$ cat src/rtl/panda_pkg.sv
// -----------------------------------------------------------------------------
// panda_pkg
// Shared types and constants for the Panda core front end.
//   fetch_state_e : fetch-address generator FSM states
//   PcStep        : byte distance between consecutive sequential fetches
//   CountWidth    : width of the fetch-unit performance counters
// -----------------------------------------------------------------------------
package panda_pkg;

  typedef enum logic [1:0] {
    FETCH_BOOT   = 2'd0,
    FETCH_RUN    = 2'd1,
    FETCH_HALTED = 2'd2
  } fetch_state_e;

  localparam int unsigned PcStep     = 4;
  localparam int unsigned CountWidth = 32;

endpackage : panda_pkg

$ cat src/rtl/panda_adder.sv
// -----------------------------------------------------------------------------
// panda_adder
// Generic two's-complement adder/subtractor, modulo 2^Width.
//   operand_a_i : first operand
//   operand_b_i : second operand
//   subtract_i  : 1 -> sum_o = a - b, 0 -> sum_o = a + b
//   sum_o       : result (carry-out discarded)
// -----------------------------------------------------------------------------
module panda_adder #(
  parameter int unsigned Width = 32
) (
  input  logic [Width-1:0] operand_a_i,
  input  logic [Width-1:0] operand_b_i,
  input  logic             subtract_i,
  output logic [Width-1:0] sum_o
);

  // Subtraction as a + ~b + 1.
  assign sum_o = operand_a_i + (operand_b_i ^ {Width{subtract_i}}) + Width'(subtract_i);

endmodule : panda_adder

$ cat src/rtl/panda_fetch_pc.sv
// -----------------------------------------------------------------------------
// panda_fetch_pc
// Fetch-address generator: holds the architectural fetch PC and issues
// requests to instruction memory over a valid/ready handshake.
//
// Parameters:
//   Width       : address width (>= 3)
//   ResetVector : PC after reset (4-byte aligned)
//   NumRedirect : number of redirect sources, index 0 highest priority
// Ports:
//   clk_i, rst_ni          : clock, asynchronous active-low reset
//   redirect_valid_i/addr_i: per-source redirect request and target
//   halt_i                 : level request to stop issuing fetches
//   fetch_valid_o/ready_i  : request handshake
//   fetch_addr_o           : registered PC
//   pc_inc_o               : fetch_addr_o + 4
//   misaligned_o           : one-cycle pulse, taken target had addr[1:0] != 0
//   fetch_count_o          : accepted-fetch counter
//   redirect_count_o       : taken-redirect counter
// Configuration:
//   PANDA_FETCH_PERF_EN    : when defined the two counters are implemented,
//                            otherwise both outputs are tied to zero.
// -----------------------------------------------------------------------------
module panda_fetch_pc
  import panda_pkg::*;
#(
  parameter int unsigned      Width       = 32,
  parameter logic [Width-1:0] ResetVector = '0,
  parameter int unsigned      NumRedirect = 2
) (
  input  logic                              clk_i,
  input  logic                              rst_ni,
  input  logic [NumRedirect-1:0]            redirect_valid_i,
  input  logic [NumRedirect-1:0][Width-1:0] redirect_addr_i,
  input  logic                              halt_i,
  output logic                              fetch_valid_o,
  input  logic                              fetch_ready_i,
  output logic [Width-1:0]                  fetch_addr_o,
  output logic [Width-1:0]                  pc_inc_o,
  output logic                              misaligned_o,
  output logic [CountWidth-1:0]             fetch_count_o,
  output logic [CountWidth-1:0]             redirect_count_o
);

  fetch_state_e     state_q, state_d;
  logic [Width-1:0] pc_q, pc_d;
  logic             misaligned_q, misaligned_d;
  logic [Width-1:0] pc_inc;
  logic             handshake;
  logic             redirect_taken;
  logic [Width-1:0] redirect_target;

  // ---------------------------------------------------------------------------
  // Sequential increment through the shared adder.
  // ---------------------------------------------------------------------------
  panda_adder #(
    .Width(Width)
  ) u_pc_adder (
    .operand_a_i(pc_q),
    .operand_b_i(Width'(PcStep)),
    .subtract_i (1'b0),
    .sum_o      (pc_inc)
  );

  // Valid comes straight from the state register, so there is no path
  // from fetch_ready_i or the redirect inputs to fetch_valid_o.
  assign fetch_valid_o = (state_q == FETCH_RUN);
  assign handshake     = fetch_valid_o & fetch_ready_i;

  // ---------------------------------------------------------------------------
  // Fixed-priority redirect selection: scanning from the highest index down
  // leaves the lowest-index valid source as the final assignment.
  // ---------------------------------------------------------------------------
  always_comb begin
    // NOTE: every signal driven here gets a default first so no path leaves
    // it unassigned; otherwise synthesis infers a latch.
    redirect_taken  = 1'b0;
    redirect_target = '0;
    for (int i = NumRedirect - 1; i >= 0; i--) begin
      if (redirect_valid_i[i]) begin
        redirect_taken  = 1'b1;
        redirect_target = redirect_addr_i[i];
      end
    end
  end

  // ---------------------------------------------------------------------------
  // Next-state, next-PC and misalignment flag.
  // ---------------------------------------------------------------------------
  always_comb begin
    state_d      = state_q;
    pc_d         = pc_q;
    misaligned_d = 1'b0;

    unique case (state_q)
      FETCH_BOOT:   state_d = FETCH_RUN;
      FETCH_RUN:    if (halt_i && (handshake || redirect_taken)) state_d = FETCH_HALTED;
      FETCH_HALTED: if (!halt_i) state_d = FETCH_RUN;
      default:      state_d = FETCH_BOOT;
    endcase

    // A redirect wins over the increment even when the current request is
    // accepted in the same cycle; an unaccepted request is simply dropped.
    if (redirect_taken) begin
      pc_d         = {redirect_target[Width-1:2], 2'b00};
      misaligned_d = |redirect_target[1:0];
    end else if (handshake) begin
      pc_d = pc_inc;
    end
  end

  always_ff @(posedge clk_i or negedge rst_ni) begin
    if (!rst_ni) begin
      state_q      <= FETCH_BOOT;
      pc_q         <= ResetVector;
      misaligned_q <= 1'b0;
    end else begin
      // NOTE: registers use non-blocking assignments so every flop samples
      // the pre-edge values regardless of statement or process order.
      state_q      <= state_d;
      pc_q         <= pc_d;
      misaligned_q <= misaligned_d;
    end
  end

  assign fetch_addr_o = pc_q;
  assign pc_inc_o     = pc_inc;
  assign misaligned_o = misaligned_q;

  // ---------------------------------------------------------------------------
  // Performance counters (wrap modulo 2^32).
  // ---------------------------------------------------------------------------
`ifdef PANDA_FETCH_PERF_EN
  logic [CountWidth-1:0] fetch_count_q;
  logic [CountWidth-1:0] redirect_count_q;

  always_ff @(posedge clk_i or negedge rst_ni) begin
    if (!rst_ni) begin
      fetch_count_q    <= '0;
      redirect_count_q <= '0;
    end else begin
      if (handshake)      fetch_count_q    <= fetch_count_q + 1'b1;
      if (redirect_taken) redirect_count_q <= redirect_count_q + 1'b1;
    end
  end

  assign fetch_count_o    = fetch_count_q;
  assign redirect_count_o = redirect_count_q;
`else
  assign fetch_count_o    = '0;
  assign redirect_count_o = '0;
`endif

endmodule : panda_fetch_pc

$ cat config.mk
export PLATFORM = sky130hd
export DESIGN_NAME = panda_fetch_pc
export DESIGN_NICKNAME = d
export VERILOG_FILES = /design/src/rtl/panda_pkg.sv /design/src/rtl/panda_adder.sv /design/src/rtl/panda_fetch_pc.sv
export SDC_FILE = /design/constraint.sdc
export NUM_CORES = 1
export LEC_CHECK = 0
export CORE_MARGIN = 3
export CORE_UTILIZATION = 37
export CTS_BUF_LIST = sky130_fd_sc_hd__clkbuf_16
export CTS_CLUSTER_DIAMETER = 50
export CTS_CLUSTER_SIZE = 20
export DETAILED_ROUTE_END_ITERATION = 16
export PLACE_DENSITY = 0.88
export SETUP_SLACK_MARGIN = 0.15
export SYNTH_ARGS = -nofsm -noshare
export SYNTH_HDL_FRONTEND = slang
export SYNTH_SLANG_ARGS = --single-unit
$ cat constraint.sdc
create_clock -name clk_i -period 2 [get_ports clk_i]
set_input_delay 0.2 -clock clk_i [delete_from_list [all_inputs] [get_ports clk_i]]
set_output_delay 0.2 -clock clk_i [all_outputs]
set_load 0.05 [all_outputs]
==> flow_summary.ini <==
[clock_network]
cts_root_buffer = clkbuf_16
insertion_delay_ns = 0.28
clk_path_buf_depth = 2
tritoncts = built
h-tree-depth = 2
cts_sinks = 33
numCtsBuffers = 5
clk_pin_slew_ns = 0.05

[grt]
antenna_found_initial = 0
grt_pass1_vias = 3629
grtUsageTotal_pct = 24.3
grt_max_degree = 21
grt_pass1_wl_um = 18700
overflow = 0

[layout]
nFillCells = 518
diodes = 0
final_nets = 647
final_common_cell = clkdlybuf4s50_1
final_cell_mix = clkdlybuf4s50_1, conb_1, buf_4, buf_12, dfrtp_2
final_cells = 679
areaGrowthSynthToFinish_pct = 94.1
drive_gt1_share_pct = 35.9

[route]
vias = 3716
drt_iter0_markers = 311
drt-pass1-iter-count = 5
postRouteAntennaNets = 0
wirelength_um = 12900
via_per_inst = 5.47
wl_per_cell_um = 19.0
drc = 0

[yosys]
synth-seq-cells = 33
synth-main-ff-cell = dfrtp_1
synth_edf_count = 0
synth.area.top_cells = dfrtp_1, buf_4, xnor2_1
syn-cell-area_sq_um = 3100
avgSynthCellArea_sq_um = 8.02
synthCells = 386
synthArstFlopShare_pct = 100
ys_warn_count = 0
synth_cell_types = 50
ys_seq_area_share_pct = 26.7
synth.top_cell.area_share_pct = 26.7
synth_top_cell_by_area = dfrtp_1

[sta]
final.setup.worst_slack_ns = -0.175
fmax_ghz = 0.460
setup_violations = 21
max-slew-margin-rel_pct = 61.5
fin_hold_ws_ns = 0.463
setup_tns_ns = -1.72
finalHoldViolations = 0
finalCritPeriodShare_pct = 109
fin_crit_ns = 2.18
rsz0062_at_grt = yes
worst_slew_pin_slew_ns = 0.579
slew_viol_final = 0
finalClockSkew_ns = 0.00252

[run_status]
violations = setup timing
status = finished, violations left

[floorplanning]
num_rows = 32
die_w_um = 97.5
die-area_sq_um = 9500
ios = 200
die_h_um = 97.5
coreArea_sq_um = 7930
start_util_pct = 39.1

[critical_path]
reg2reg_depth = 9
r2r_slack_ns = -0.15
worstPathArrival_ns = 1.98
crit_start = fetch_addr_o[2]$_DFFE_PN0P_
crit_fanout = 2
crit_required_ns = 1.80
r2r-end = fetch_addr_o[26]$_DFFE_PN0P_
worstSetupPathType = reg -> out
worstReg2RegStart = fetch_addr_o[2]$_DFFE_PN0P_
end_kind = primary output
start_kind = register

[placement]
post-place-cells = 630
numPortBuffers = 131
dp_hpwl_um = 8710
place.gp.congestion = 0.910

[power_and_ir_drop]
leakage_uw = 0.00259
totalPowerFinal_uw = 3990
vdd_ir_drop_max_uv = 446
p_per_area_nw_per_um2 = 663

[run]
cap_violations = 0

[hold_path]
holdCritPathClass = in -> async
==> registers in the layout, indices dropped and copies added (netlist names) <==
| signal | cells |
|---|---|
| fetch_addr_o | 30 |
| state_q | 2 |
| misaligned_o | 1 |
==> through the flow <==
step	util [%]	setup slack, ns	area (sq um)
global placement	65.8	-0.00351	5220
finish	75.8	-0.175	6010
floorplan	-	-0.106	3860
global route	75.8	-0.276	6010
CTS	72.4	-0.210	5740
detailed placement	65.8	-0.153	5220
==> cells in the mapped netlist (all sizes together), types with 2 or more instances <==
cell,number
a41oi,3
nor3b,2
dfrtp,33
o21ai,25
o31ai,3
nor3,9
a31oi,4
o22ai,15
xnor2,24
xor2,11
clkbuf,18
a22oi,5
nand3,12
mux2i,4
buf,75
a21oi,17
nor2b,3
a22o,7
nor4,3
a21o,4
a2bb2oi,4
nand4,19
and2,4
nand2b,2
inv,8
and3,6
o31a,4
nand2,25
o22a,5
nor2,18
==> where the power goes <==
group          switching [uW]  total [uW]  internal (uW)
registers                 140         906            766
clock network             290         737            448
logic                    1470        2340            876
==> worst max-delay path: stages (launching register included) <==
cell and delay [ns]:
dfrtp_2 0.39, ha_4 0.14, nand4_1 0.14, buf_4 0.19, nor4_2 0.18, nand4_1 0.16, buf_4 0.19, xnor2_4 0.15
buf_12 0.15
==> layer usage <==
metal / global-route usage (%) / share of wire, % / vias to the layer above / routed length [um]
met5: 0 / 0 / - / 0
li1: - / - / 1637 / -
met4: 10.2 / 2.9 / 0 / 376
met1: 27.4 / 35 / 1790 / 4470
met3: 5.89 / 9.8 / 39 / 1260
met2: 43.5 / 53 / 250 / 6770
==> worst max-delay path by stage <==
stage,end,slack (ns),cells after the start
6_report,pc_inc_o[26],-0.18,8
5_1_grt,pc_inc_o[24],-0.28,7
4_1_cts,pc_inc_o[28],-0.21,7
3_5_place_dp,fetch_addr_o[15]$_DFFE_PN0P_,-0.15,6
3_3_place_gp,fetch_addr_o[15]$_DFFE_PN0P_,-0.004,6
2_1_floorplan,pc_inc_o[14],-0.11,5
==> cells by family after synthesis <==
kind of cell,count (synthesis),synth area share (%)
xor+xnor,35,9.90
flops,33,26.7
mux,5,1.66
other cells,1,0.121
buf+inv,102,20.8
compound gates,101,21.6
simple gates,108,18.8
fa+ha+maj,1,0.404
==> cell type report <==
| cell class | instances | area [sq um] | area share, % |
|---|---|---|---|
| clock buffers | 5 | 125 | 2.08 |
| inverters | 9 | 33.8 | 0.562 |
| well taps | 102 | 128 | 2.12 |
| flip-flops and latches | 33 | 862 | 14.3 |
| multi-input cells | 318 | 2560 | 42.6 |
| repair buffers | 209 | 2290 | 38.1 |
| clock inverters | 3 | 11.3 | 0.187 |
==> timing repair <==
item / 4_1_cts / 5_1_grt
setup buffers: 26 / 14
resized for setup: 44 / 39
hold buffers: 1 / 0
pin swaps: 33 / 26
setup endpoints to repair: 38 / 46
hold endpoints to repair: 16 / 0
Power figures use the tool's default switching activity.
